### config.mk
export PLATFORM = sky130hd
export DESIGN_NAME = uart_rx_fifo
export DESIGN_NICKNAME = d
export VERILOG_FILES = /design/src/rtl/uart_rx_fifo.sv
export SDC_FILE = /design/constraint.sdc
export NUM_CORES = 1
export LEC_CHECK = 0
export ABC_CLOCK_PERIOD_IN_PS = 3200
export BUFFER_PORTS_ARGS = -buffer_cell sky130_fd_sc_hd__buf_4
export CAP_MARGIN = 15
export CORE_AREA = 2 2 134 136
export DETAILED_ROUTE_END_ITERATION = 8
export DIE_AREA = 0 0 136 138
export PLACE_DENSITY = 0.58
export SLEW_MARGIN = 20
export SYNTH_ARGS = -nofsm -noshare
export SYNTH_HDL_FRONTEND = slang
export SYNTH_SLANG_ARGS = --single-unit
### constraint.sdc
create_clock -name clk -period 3.2 [get_ports clk]
set_clock_uncertainty 0.05 [all_clocks]
set_input_delay 0.16 -clock clk [delete_from_list [all_inputs] [get_ports clk]]
set_output_delay 0.16 -clock clk [all_outputs]
set_load 0.05 [all_outputs]
### src/rtl/uart_rx_fifo.sv
// rtl/uart_rx_fifo.sv - UART receive byte capture with handshake and FWFT FIFO
module uart_rx_fifo #(
    parameter int DATA_W = 8,
    parameter int ADDR_W = 4
) (
    input  logic              clk,
    input  logic              rst_n,
    input  logic              rx_rdy,
    input  logic [DATA_W-1:0] rx_data,
    output logic              rx_clear,
    input  logic              rd_en,
    output logic [DATA_W-1:0] rd_data,
    output logic              empty,
    output logic              full,
    output logic [ADDR_W:0]   count,
    output logic              overrun,
    input  logic              ovr_clr
);

    localparam int DEPTH = 1 << ADDR_W;
    localparam logic [ADDR_W:0] CNT_MAX = (ADDR_W+1)'(DEPTH);
    localparam logic [ADDR_W:0] CNT_ONE = (ADDR_W+1)'(1);
    localparam logic [ADDR_W-1:0] PTR_ONE = ADDR_W'(1);

    typedef enum logic {IDLE, ACK} state_t;

    state_t            state;
    state_t            next_state;
    logic              push_req;
    logic              clear_next;
    logic              do_push;
    logic              do_pop;
    logic              reject;
    logic [ADDR_W-1:0] wr_ptr;
    logic [ADDR_W-1:0] rd_ptr;
    logic [DATA_W-1:0] mem [DEPTH];

    assign empty   = (count == '0);
    assign full    = (count == CNT_MAX);
    assign rd_data = mem[rd_ptr];

    // A pop is only real when something is stored; when full, a same-cycle
    // pop frees the slot the incoming byte needs.
    assign do_pop  = rd_en && !empty;
    assign do_push = push_req && (!full || rd_en);
    assign reject  = push_req && full && !rd_en;

    // Capture FSM state register
    always_ff @(posedge clk) begin
        if (!rst_n) state <= IDLE;
        else        state <= next_state;
    end

    // Next state: hold ACK until the receiver drops its ready level
    always_comb begin
        next_state = state;
        case (state)
            IDLE:    if (rx_rdy)  next_state = ACK;
            ACK:     if (!rx_rdy) next_state = IDLE;
            default: next_state = IDLE;
        endcase
    end

    // FSM outputs: capture only on the IDLE->ACK transition, clear while in ACK
    always_comb begin
        push_req   = (state == IDLE) && rx_rdy;
        clear_next = (next_state == ACK);
    end

    // Registered acknowledge to the receiver
    always_ff @(posedge clk) begin
        if (!rst_n) rx_clear <= 1'b0;
        else        rx_clear <= clear_next;
    end

    // FIFO storage; not reset, the head is never overwritten while occupied
    always_ff @(posedge clk) begin
        if (do_push) mem[wr_ptr] <= rx_data;
    end

    // Pointers and explicit occupancy count
    always_ff @(posedge clk) begin
        if (!rst_n) begin
            wr_ptr <= '0;
            rd_ptr <= '0;
            count  <= '0;
        end else begin
            if (do_push) wr_ptr <= wr_ptr + PTR_ONE;
            if (do_pop)  rd_ptr <= rd_ptr + PTR_ONE;
            case ({do_push, do_pop})
                2'b10:   count <= count + CNT_ONE;
                2'b01:   count <= count - CNT_ONE;
                default: count <= count;
            endcase
        end
    end

    // Sticky overrun; a rejected byte wins over a same-cycle clear
    always_ff @(posedge clk) begin
        if (!rst_n)       overrun <= 1'b0;
        else if (reject)  overrun <= 1'b1;
        else if (ovr_clr) overrun <= 1'b0;
    end

endmodule

==> impl_results.md <==
- MaxCap Viol Count: 0
- Initial DRC Count: 185
- R2r endpoint: count[4]
- FP Rows: between 40 and 50
- Gate Count Post-Synth: 328
- CTS tree: yes
- Global placement routability congestion: 0.734
- Max Fclk: 324 MHz
- Cells along the critical path: or4_4 > o21a_4 > clkinv_8 > ha_2 > ha_1 > or3b_1 > o311ai_2 > nor3_1 > or4_1
- Fin. max-slew vios: 0
- Cell variety after synth: 46
- Wirelength per Cell: roughly 18 um
- Num CTS Buffers: 17
- Post-DP HPWL: 7.50 mm
- Dpl cell area: between 0.006 and 0.007 mm^2
- Minimum clock period: 3.08 ns
- Multi-input logic area: 0.00165 mm^2
- CTS Sinks: 147
- Slowest CP cell: or4_4
- Initial Utilization: around a third
- Initial antenna violation count: 0
- Total wire length: 11.3 mm
- WHS: 0.0120 ns
- Gr ovfl total: 0
- Total power: 5.80 mW
- Vias in the first global route: 3156
- Sequential share of the synthesized area: 70.8%
- CP Capture Type: flip-flop
- H-tree level count: 4
- Core area: 0.0175 mm^2
- Layout cells sized above 1: 30.1%
- Non-filler cells in the finished layout: 618
- Most common cell after layout, fill and taps aside: edfxtp_1
- Post-CTS Setup Inserts: 0
- DIE AREA: 0.0188 mm^2
- R2R cell count: 9
- Root Buffer: clkbuf_16
- RSZ-0062 raised after global routing: false
- CP delay by family, top: simple AND/OR/NAND/NOR gates
- Fillers: ~1600
- Number of flops mapped to enable cells by yosys: 128
- Number of buffers and inverters on the critical path: 1
- Count of final setup violators: 0
- Slew headroom: between 40% and 50%
- Clock Latency Late Sink: 0.41 ns
- Layout area overhead: 20.1%
- Crit path DAT: 3.32 ns
- Reg-to-Reg Start: count[3]
- Max FO, Critical Path: 8
- Final TNS setup: 0 ns
- Outcome: finished clean
- WHS Path Cells: 1
- Antenna-violating nets left: 0
- Peak VDD IR: approximately 0.51 mV
- IO Port Bufs: 29
- Sequential cell area: 0.00424 mm^2
- Post-Syn Area per Cell: 18.2 um^2
- Type of the tightest min-delay check: in2reg
- Worst Min Path Start: rx_data[7]
- Reg2reg setup slack: 0.12 ns
- Synth Register Bits: approximately 150
- # IOs: 30
- Hold EP: mem[11][7]
- Worst Setup Path Type: reg2reg
- Startpoint types: flip-flop
- Worst EP required: 3.43 ns
- PwrDens: 809 mW/mm^2
- Most frequent cells in the layout: edfxtp_1 (128), buf_4 (37), mux4_2 (32)
- Fraction of registers with async set or reset after synthesis: 0%
- Vias per cell: between 4 and 5
- Static Leakage: 2.40 nW
- Mapped Area: around 0.0060 mm^2
- Slowest stage delay, CP: around 0.57 ns
- Synth Net Count: 350
- Placed Cells: 578
- Largest net degree at the start of global routing: 33
- First-pass iteration count of the detailed router: 6
- Via count: 3023
- N_diodes: 0
- Die width: 136 um
- Synth Warn #: 0
- Part of the cycle the worst path needs: 96.3%
- Nets: 398
- DRC Markers: 0
- Worst-margin pin slew: about 0.82 ns
- Cell area after layout: 0.00717 mm^2
- GRT Total Usage: around an eighth
- Clock-pin slew on the worst setup and hold paths: roughly 0.060 ns
- First-pass GRT wire length: around 17 mm
- Die H: 138 um
- Worst Setup SP: count[3]
- Hold Fails Final Rpt: 0
- Clock tree buffer depth: 2
- Top FF cell, synth: edfxtp_1
[worst register-to-register path, stage by stage (launching register included)]
cell      delay (ns)
dfxtp_4         0.35
or4_4           0.57
o21a_4          0.27
clkinv_8        0.07
ha_2            0.22
ha_1            0.28
or3b_1          0.41
o311ai_2        0.14
nor3_1          0.10
or4_1           0.50
[worst max path at each step]
stage / cells after the start / endpoint
4_1_cts: 9 / count[4]
3_3_place_gp: 9 / count[4]
6_report: 9 / count[4]
2_1_floorplan: 12 / count[4]
5_1_grt: 9 / count[4]
3_5_place_dp: 9 / count[4]
[cells by family (layout without fill, tap and decap cells)]
kind of cell             Yosys count  after routing  synth area share, %
adder cells (fa/ha/maj)            9              9                 1.89
AND/OR/NAND/NOR                   77             77                 7.82
multiplexers                      35             35                 12.6
AO/OA/AOI/OAI                     32             32                 4.28
flip-flops                       147            147                 70.8
buffers and inverters             22             83                 1.80
XOR/XNOR                           6              6                0.880
[synth_stat cells, drive strengths merged (2+ instances only)]
cell type | count | area, um^2
edfxtp | 128 | 3840
mux4 | 32 | 721
and2 | 19 | 119
dfxtp | 19 | 380
a22oi | 16 | 120
nand2 | 15 | 56.3
clkbuf | 9 | 33.8
ha | 9 | 113
buf | 8 | 42.5
nor2 | 6 | 22.5
nor2b | 6 | 37.5
nand3 | 5 | 25.0
xnor2 | 5 | 43.8
and4 | 4 | 35.0
inv | 4 | 15.0
nand2b | 4 | 25.0
nor3 | 4 | 25.0
o21a | 4 | 37.5
o21ai | 4 | 35.0
mux2i | 3 | 30.0
nor3b | 3 | 32.5
a21boi | 2 | 15.0
o211ai | 2 | 15.0
or4 | 2 | 15.0
[state kept, by name (all words and copies together) (netlist names), named ones only]
| signal | cells |
|---|---|
| overrun | 1 |
| count | 5 |
| rd_ptr | 4 |
| wr_ptr | 4 |
| mem | 128 |
| rx_clear | 1 |
[routing by layer]
layer | vias to the layer above | global-route usage [%] | wire length [um]
li1 | 1403 | - | -
met5 | - | 0 | 0
met1 | 1544 | 15.8 | 4970
met2 | 72 | 21.5 | 5760
met4 | 0 | 3.13 | 38
met3 | 4 | 4.14 | 496
[cell type report]
type | count | area share (%)
clock buffer | 18 | 5.99
clock inverter | 14 | 2.16
inverter | 5 | 0.436
multi-input combinational | 159 | 23.0
sequential | 147 | 59.1
tap | 229 | 4.00
timing repair buffer | 46 | 5.27
[per-stage QoR]
step                setup slack (ns)  util (%)
detailed placement           0.00829      37.0
global placement              0.0931      37.0
CTS                           0.0844      40.9
global route                  0.0213      40.9
finish                         0.117      40.9
floorplan                     0.0184         -
[power breakdown]
part	switching (mW)	internal (mW)	leakage (nW)
Sequential	0.0961	2.18	1.31
Combinational	0.907	0.693	0.797
Clock	0.767	1.16	0.287
Total	1.77	4.03	2.40
[timing repair]
item                                    in CTS  in global routing
endpoints found under the hold margin       58                  0
hold buffers                                 8                  0
gates resized for setup                      1                  1
endpoints found under the setup margin       1                  1
No activity file was read; power rests on OpenSTA's default activity.
